## config.mk

```make
export PLATFORM = sky130hd
export DESIGN_NAME = mac_result_fifo
export DESIGN_NICKNAME = d
export VERILOG_FILES = /design/src/rtl/mac_result_fifo.sv
export SDC_FILE = /design/constraint.sdc
export NUM_CORES = 1
export LEC_CHECK = 0
export CORE_MARGIN = 2
export CORE_UTILIZATION = 62
export DETAILED_ROUTE_END_ITERATION = 10
export PLACE_DENSITY_LB_ADDON = 0.05
export SKIP_LAST_GASP = 1
export SLEW_MARGIN = 30
export SYNTH_ARGS = -nofsm -noshare
export SYNTH_HDL_FRONTEND = slang
export SYNTH_SLANG_ARGS = --single-unit
export TNS_END_PERCENT = 50
```

## constraint.sdc

```tcl
create_clock -name clk -period 6.5 [get_ports clk]
set_clock_uncertainty 0.15 [all_clocks]
set_input_delay 1.95 -clock clk [delete_from_list [all_inputs] [get_ports clk]]
set_output_delay 1.95 -clock clk [all_outputs]
set_load 0.03 [all_outputs]
```

## src/rtl/mac_result_fifo.sv

```systemverilog
// mac_result_fifo: first-word-fall-through circular buffer that sits behind
// the signed 10x10 MAC. It captures each accumulator result qualified by
// in_valid and hands results to a consumer over a valid/ready handshake.
// The MAC cannot be stalled. When the buffer is full and the consumer does
// not pop, the incoming result is dropped and the sticky overflow flag is set.
module mac_result_fifo #(
    parameter int DEPTH = 8,
    parameter int W     = 20,
    parameter int CW    = $clog2(DEPTH) + 1
) (
    input  logic          clk,
    input  logic          reset,
    input  logic [W-1:0]  in_data,
    input  logic          in_valid,
    output logic [W-1:0]  out_data,
    output logic          out_valid,
    input  logic          out_ready,
    output logic [CW-1:0] count,
    output logic          full,
    output logic          overflow,
    input  logic          clr_overflow
);

    localparam int AW = (DEPTH > 1) ? $clog2(DEPTH) : 1;

    // Pointers, occupancy and sticky flag state
    logic [AW-1:0]  wr_ptr_q, wr_ptr_d;
    logic [AW-1:0]  rd_ptr_q, rd_ptr_d;
    logic [CW-1:0]  count_q,  count_d;
    logic           overflow_q, overflow_d;

    // Storage is never reset; the valid window is defined by count_q alone
    logic [W-1:0]   mem_q [DEPTH];
    logic [DEPTH-1:0] wr_en;

    logic push;
    logic pop;
    logic drop;
    logic is_empty;
    logic is_full;

    // Status decoded purely from the registered occupancy
    assign is_empty = (count_q == '0);
    assign is_full  = (count_q == CW'(DEPTH));

    // Handshake qualification. A pop frees a slot on the same edge, so a
    // full buffer can still take a new result when the consumer is draining.
    always_comb begin
        pop  = !is_empty && out_ready;
        push = in_valid && (!is_full || pop);
        drop = in_valid && is_full && !pop;
    end

    // One-hot write enable per storage entry
    generate
        for (genvar gi = 0; gi < DEPTH; gi++) begin : g_wr_en
            assign wr_en[gi] = push && (wr_ptr_q == AW'(gi));
        end
    endgenerate

    // Next pointer values; power-of-two depth makes the wrap a natural rollover
    always_comb begin
        wr_ptr_d = wr_ptr_q;
        rd_ptr_d = rd_ptr_q;
        if (push) begin
            wr_ptr_d = wr_ptr_q + AW'(1);
        end
        if (pop) begin
            rd_ptr_d = rd_ptr_q + AW'(1);
        end
    end

    // Next occupancy: simultaneous push and pop leave it unchanged
    always_comb begin
        count_d = count_q;
        unique case ({push, pop})
            2'b10:   count_d = count_q + CW'(1);
            2'b01:   count_d = count_q - CW'(1);
            default: count_d = count_q;
        endcase
    end

    // Sticky overflow: a drop on the same edge as a clear request wins
    always_comb begin
        overflow_d = overflow_q;
        if (drop) begin
            overflow_d = 1'b1;
        end else if (clr_overflow) begin
            overflow_d = 1'b0;
        end
    end

    // Control state register with asynchronous reset
    always_ff @(posedge clk or posedge reset) begin
        if (reset) begin
            wr_ptr_q   <= '0;
            rd_ptr_q   <= '0;
            count_q    <= '0;
            overflow_q <= 1'b0;
        end else begin
            wr_ptr_q   <= wr_ptr_d;
            rd_ptr_q   <= rd_ptr_d;
            count_q    <= count_d;
            overflow_q <= overflow_d;
        end
    end

    // Storage write; only the entry addressed by wr_ptr_q is updated
    always_ff @(posedge clk) begin
        for (int i = 0; i < DEPTH; i++) begin
            if (wr_en[i]) begin
                mem_q[i] <= in_data;
            end
        end
    end

    // Fall-through head read, forced to zero while the buffer is empty
    always_comb begin
        out_data = '0;
        if (!is_empty) begin
            out_data = mem_q[rd_ptr_q];
        end
    end

    assign out_valid = !is_empty;
    assign full      = is_full;
    assign count     = count_q;
    assign overflow  = overflow_q;

endmodule

```

==> results.yml, run 1 <==
run_status:
  status: "completed"
grt:
  overflow: 0
  grt_max_degree: 24
  grt_pass1_wl_um: 18600
  grt_pass1_vias: 3256
  track_usage_pct: 22.8
  antenna_found_initial: 0
sta:
  min_period_ps: 5310
  period_share_pct: 81.7
  tightest_slew_ps: 988
  setup_slack_ps: 1190
  slew_headroom_pct: 34.1
  fmax_ghz: 0.188
  fin_setup_tns_ps: 0
  maxSlewViolCount: 0
  finalSetupViolCount: 0
  hold_violations: 0
  rsz0062_at_grt: "no"
yosys:
  synth_most_common_cell: "edfxtp_1"
  synth_area_leader_cell: "edfxtp_1"
  ys.flop_type: "edfxtp_1"
  netlist_instances: 335
  seq_area_frac_synth_pct: 74.6
  synth_area_leaders: "edfxtp_1 (71%), mux4_2 (13%), dfrtp_1 (4.0%)"
  synth_top_area_share_pct: 70.5
  yosys-top-cells-count: "edfxtp_1 (160), mux4_2 (40), nor2_1 (24), mux2i_1 (21), dfrtp_1 (11)"
  async_flop_share_pct: 6.43
  synth_area_mm2: 0.00681
  ys_types: 35
  synth_seq_cells: 171
  synth_edf_count: 160
  yosys_warnings: 0
  syn_area_per_cell_um2: 20.3
  synth_fp_nets: 368
clock_tree:
  h-tree-depth: 4
  cts_hold_buf: 0
  tritoncts: "built"
  clock-sinks: 171
  cts_buffer_depth: 2
  cts_setup_buffers: 0
  root_buffer: "clkbuf_8"
  clkSlewWorstSetupHoldPaths_ps: 60
  cts_buffers: 17
  clk_latency_ps: 530
  ctsResizeCount: 0
floorplan:
  die_h_um: 109
  row_count: 38
  core-area_mm2: 0.0108
  ios: 52
  die_area_mm2: 0.0118
  die_w_um: 109
  start_util_pct: 63.1
power_and_ir_drop:
  total_leakage_power_nw: 2.79
  power_density_mw_per_mm2: 487
  irDropWorstVdd_uv: 330
setup_path:
  cp_max_fo: 23
  arrival_ps: 3210
  worstSetupPathType: "flip-flop to primary output"
  cp_slowest_stage_delay_ps: 880
  path_cells: "buf_4 > mux4_2 > mux2i_1 > nor2_1 > clkdlybuf4s50_1"
  worst_ep_required_time_ps: 4400
  cp-end-kind: "primary output"
  cp-start-kind: "flip-flop"
  crit_slowest_cell: "dfrtp_2"
placement:
  post-dp-hpwl_um: 6970
  gp_congestion: 0.715
  place_area_mm2: 0.00751
  pre_cts_slack_ps: 1680
  dp_cells: 519
  numPortBuffers: 51
run:
  timing.max_cap.violations: 0
cells_and_area:
  fin_area_mm2: 0.00811
  fillerInstances: 627
  areaGrowthSynthToFinish_pct: 19.1
  diodes: 0
  drive_gt1_share_pct: 22.1
  finish.utilization_pct: 75.2
  nets: 431
  final_cells: 551
route:
  vias: 3289
  routedWlPerCell_um: 22.3
  antenna_left: 0
  routed_wl_um: 12300
  drtIter0Drc: 299
  routed_via_density: 5.97
  drc: 0
  dr.pass1.iters: 4
hold_path:
  holdCritPathClass: "flip-flop to flip-flop"
[registers in the layout (all words and copies together) (netlist names)]
| signal | flops |
|---|---|
| rd_ptr_q | 3 |
| overflow | 1 |
| wr_ptr_q | 3 |
| mem_q | 160 |
| count | 4 |
[where the power goes]
part,switching (mW),internal (mW)
Sequential,0.172,1.39
Clock,0.386,0.620
Combinational,0.717,0.660
Total,1.28,2.67
[metal layers]
metal	GRT usage [%]	vias to the layer above	routed length, um
met4	8.97	0	217
li1	-	1476	-
met1	32.1	1678	5240
met2	34.4	116	5960
met5	0	-	0
met3	6.63	19	857
[kinds of logic (layout without fill, tap and decap cells)]
group / count (synthesis) / count (layout) / share of synthesized area [%]
flops: 171 / 171 / 74.6
mux: 64 / 64 / 16.8
simple gates: 45 / 45 / 3.38
buf+inv: 30 / 106 / 1.98
compound gates: 12 / 12 / 1.16
fa+ha+maj: 8 / 8 / 1.47
xor+xnor: 5 / 5 / 0.643
[per-stage QoR]
step           hold WS, ps  power (mW)
6_report               386        3.95
5_1_grt                422        4.12
4_1_cts                394        3.99
3_5_place_dp           385        2.98
3_3_place_gp           374        2.96
2_1_floorplan          362        2.47
[final cells by class]
cell class / instances / area (um2) / area share, %
Clock buffer: 19 / 422 / 5.20
Clock inverter: 13 / 175 / 2.16
Inverter: 8 / 30.0 / 0.370
Multi-Input combinational cell: 134 / 1600 / 19.8
Sequential cell: 171 / 5080 / 62.7
Tap cell: 140 / 175 / 2.16
Timing Repair Buffer: 66 / 623 / 7.68
[layout by cell type (no fill, tap or decap), types with 3 or more instances in the layout]
master | Yosys | routed
a21oi_1 | 4 | 4
and3_1 | 6 | 6
buf_4 | 0 | 15
bufinv_16 | 0 | 4
clkbuf_16 | 0 | 16
clkdlybuf4s50_1 | 0 | 51
clkinv_2 | 0 | 3
dfrtp_1 | 11 | 9
edfxtp_1 | 160 | 160
ha_1 | 8 | 8
inv_1 | 7 | 7
mux2i_1 | 21 | 21
mux4_2 | 40 | 40
nor2_1 | 24 | 24
o21ai_0 | 3 | 3
xnor2_1 | 3 | 3
[path summary, 6_finish.rpt]
| check | cells past startpoint | from | endpoint | slack [ps] |
|---|---|---|---|---|
| setup / recovery | 5 | rd_ptr_q[0]$_DFFE_PP0N_ | out_data[4] | 1190 |
| hold / removal | 2 | overflow$_DFFE_PP0P_ | overflow$_DFFE_PP0P_ | 390 |
| setup reg to reg | 5 | count[0]$_DFFE_PP0P_ | mem_q[4][4]$_DFFE_PP_ | 3750 |
| hold reg to reg | 2 | overflow$_DFFE_PP0P_ | overflow$_DFFE_PP0P_ | 390 |
| max in group asynchronous | 2 | reset | rd_ptr_q[2]$_DFFE_PP0N_ | 4300 |
| min in group asynchronous | 2 | reset | wr_ptr_q[1]$_DFFE_PP0P_ | 1570 |
[worst max-delay path, delay by kind of cell, from the launching register on]
family                 cells  cell delay (ps)
AND/OR/NAND/NOR            1               70
flip-flops                 1              880
multiplexers               2              730
buffers and inverters      2              980
No activity file was read; power rests on OpenSTA's default activity.
==> run 2, diff against run 1 <==
--- a/config.mk
+++ b/config.mk
@@ -6,7 +6,7 @@
 export NUM_CORES = 1
 export LEC_CHECK = 0
 export CORE_MARGIN = 2
-export CORE_UTILIZATION = 62
+export CORE_UTILIZATION = 52
 export DETAILED_ROUTE_END_ITERATION = 10
 export PLACE_DENSITY_LB_ADDON = 0.05
 export SKIP_LAST_GASP = 1
==> constraint.sdc (replaced) <==
create_clock -name clk -period 4.65 [get_ports clk]
set_clock_uncertainty 0.15 [all_clocks]
set_input_delay 1.395 -clock clk [delete_from_list [all_inputs] [get_ports clk]]
set_output_delay 1.395 -clock clk [all_outputs]
set_load 0.03 [all_outputs]
==> run 2 against run 1 <==
Sequential share of layout area is 0.62 points lower. Utilization shrank 11 points. Via count rose by 0.40%. Critical path depth is the same. Power grew 39%. Sequential power grew 39%.
==> results.yml, run 2 (same netlist as run 1, synthesis figures left out) <==
grt:
  grt_pass1_wl_um: 19700
  antenna_found_initial: 0
  track_usage_pct: 19.5
  grt_max_degree: 43
  grt_pass1_vias: 3372
  overflow: 0
setup_path:
  cp-end-kind: "primary output"
  worstSetupPathType: "flip-flop to primary output"
  startpoint: "rd_ptr_q[0]$_DFFE_PP0N_"
  arrival_ps: 2620
  reg2reg_depth: 5
  cp-start-kind: "flip-flop"
  rr_endpoint: "mem_q[2][11]$_DFFE_PP_"
  r2r_slack_ps: 2030
  worstReg2RegStart: "count[0]$_DFFE_PP0P_"
  crit_path_end: "out_data[6]"
  cp_max_fo: 17
  worst_ep_required_time_ps: 3110
sta:
  min_period_ps: 4170
  whs_ps: 392
  fin_setup_tns_ps: 0
  setup_slack_ps: 484
  finalSetupViolCount: 0
  rsz0062_at_grt: "no"
  maxSlewViolCount: 0
  hold_violations: 0
  period_share_pct: 89.6
  tightest_slew_ps: 721
  slew_headroom_pct: 51.9
  fmax_ghz: 0.240
placement:
  gp_congestion: 0.736
  pre_cts_slack_ps: 751
  post-dp-hpwl_um: 7430
  place_area_mm2: 0.00766
  numPortBuffers: 51
power_and_ir_drop:
  total_leakage_power_nw: 2.80
  power_density_mw_per_mm2: 667
  intPower_mw: 3.69
  p_sw_mw: 1.78
  comb_power_share_pct: 36.5
  seqPwrFrac_pct: 39.7
  clock_power_share_pct: 23.7
  irDropWorstVdd_uv: 269
  p_sw_share_pct: 32.5
floorplan:
  core-area_mm2: 0.0127
  die_area_mm2: 0.0140
  die_h_um: 118
  ios: 52
  die_w_um: 118
  row_count: 41
  start_util_pct: 53.6
cells_and_area:
  finish.utilization_pct: 64.4
  fin_area_mm2: 0.00820
  areaGrowthSynthToFinish_pct: 20.3
  final_common_cell: "edfxtp_1"
  top_register: "mem_q"
  mostFrequentLayoutCells: "edfxtp_1 (160), clkdlybuf4s50_1 (51), mux4_2 (40)"
  nets: 431
  diodes: 0
  drive_gt1_share_pct: 21.5
  largest_reg_flops: 160
clock_tree:
  clkSlewWorstSetupHoldPaths_ps: 60
  cts_buffer_depth: 2
  ctsResizeCount: 0
  tritoncts: "built"
  cts_setup_buffers: 0
  cts_buffers: 17
  root_buffer: "clkbuf_16"
  clk_latency_ps: 420
  cts_hold_buf: 0
  clock-sinks: 171
  h-tree-depth: 4
route:
  antenna_left: 0
  drtIter0Drc: 277
  routed_wl_um: 12700
  dr.pass1.iters: 4
  routed_via_density: 5.68
  vias: 3302
  routedWlPerCell_um: 21.9
  drc: 0
hold_path:
  holdCritPathClass: "flip-flop to flip-flop"
  hold-path-cell-count: 2
run:
  timing.max_cap.violations: 0
run_status:
  status: "completed"
run 2: changes by cell type in the layout (fill, tap and decap cells not counted), moves of 2 or more:
cell       before  now
buf_4          15    7
buf_12          0    8
clkinv_4        2    0
bufinv_16       4    2
run 2: final cells by class:
type                            instances  area [um2]
Sequential cell                       171        5080
Fill cell                             915        4530
Multi-Input combinational cell        134        1600
Timing Repair Buffer                   66         723
Clock buffer                           20         437
Tap cell                              172         215
Clock inverter                         10         103
Inverter                                8        30.0
run 2: how the worst min path moves through the flow:
stage	slack (ps)	startpoint	end
after floorplan	360	wr_ptr_q[1]$_DFFE_PP0P_	wr_ptr_q[1]$_DFFE_PP0P_
after global placement	380	overflow$_DFFE_PP0P_	overflow$_DFFE_PP0P_
after detailed placement	380	overflow$_DFFE_PP0P_	overflow$_DFFE_PP0P_
after CTS	390	overflow$_DFFE_PP0P_	overflow$_DFFE_PP0P_
after global routing	420	overflow$_DFFE_PP0P_	overflow$_DFFE_PP0P_
final	390	overflow$_DFFE_PP0P_	overflow$_DFFE_PP0P_
run 2: critical path, stage by stage, from the launching register on:
cell and delay (ps):
dfrtp_2 570, buf_12 250, mux4_2 520, mux2i_1 180
nor2_1 70, clkdlybuf4s50_1 600
run 2: power by group through the flow:
stage,Clock (mW),Sequential [mW],Combinational [mW]
2_1_floorplan,0,2.05,1.39
3_3_place_gp,0,2.20,2.02
3_5_place_dp,0,2.21,2.03
4_1_cts,1.32,2.18,2.03
5_1_grt,1.38,2.21,2.14
6_report,1.30,2.17,2.00
run 2: metrics by stage:
| stage | power, mW | instances |
|---|---|---|
| 2_1_floorplan | 3.45 | 335 |
| 3_3_place_gp | 4.22 | 551 |
| 3_5_place_dp | 4.24 | 551 |
| 4_1_cts | 5.54 | 581 |
| 5_1_grt | 5.73 | 581 |
| 6_report | 5.47 | 581 |
run 2: per-layer routing:
metal,track usage [%],wire (um),share of wire [%],up-vias
met2,30.7,6360,50,59
met5,0,0,0,-
met4,7.14,157,1.2,0
li1,-,-,-,1474
met1,27.5,5760,45,1756
met3,3.96,454,3.6,13
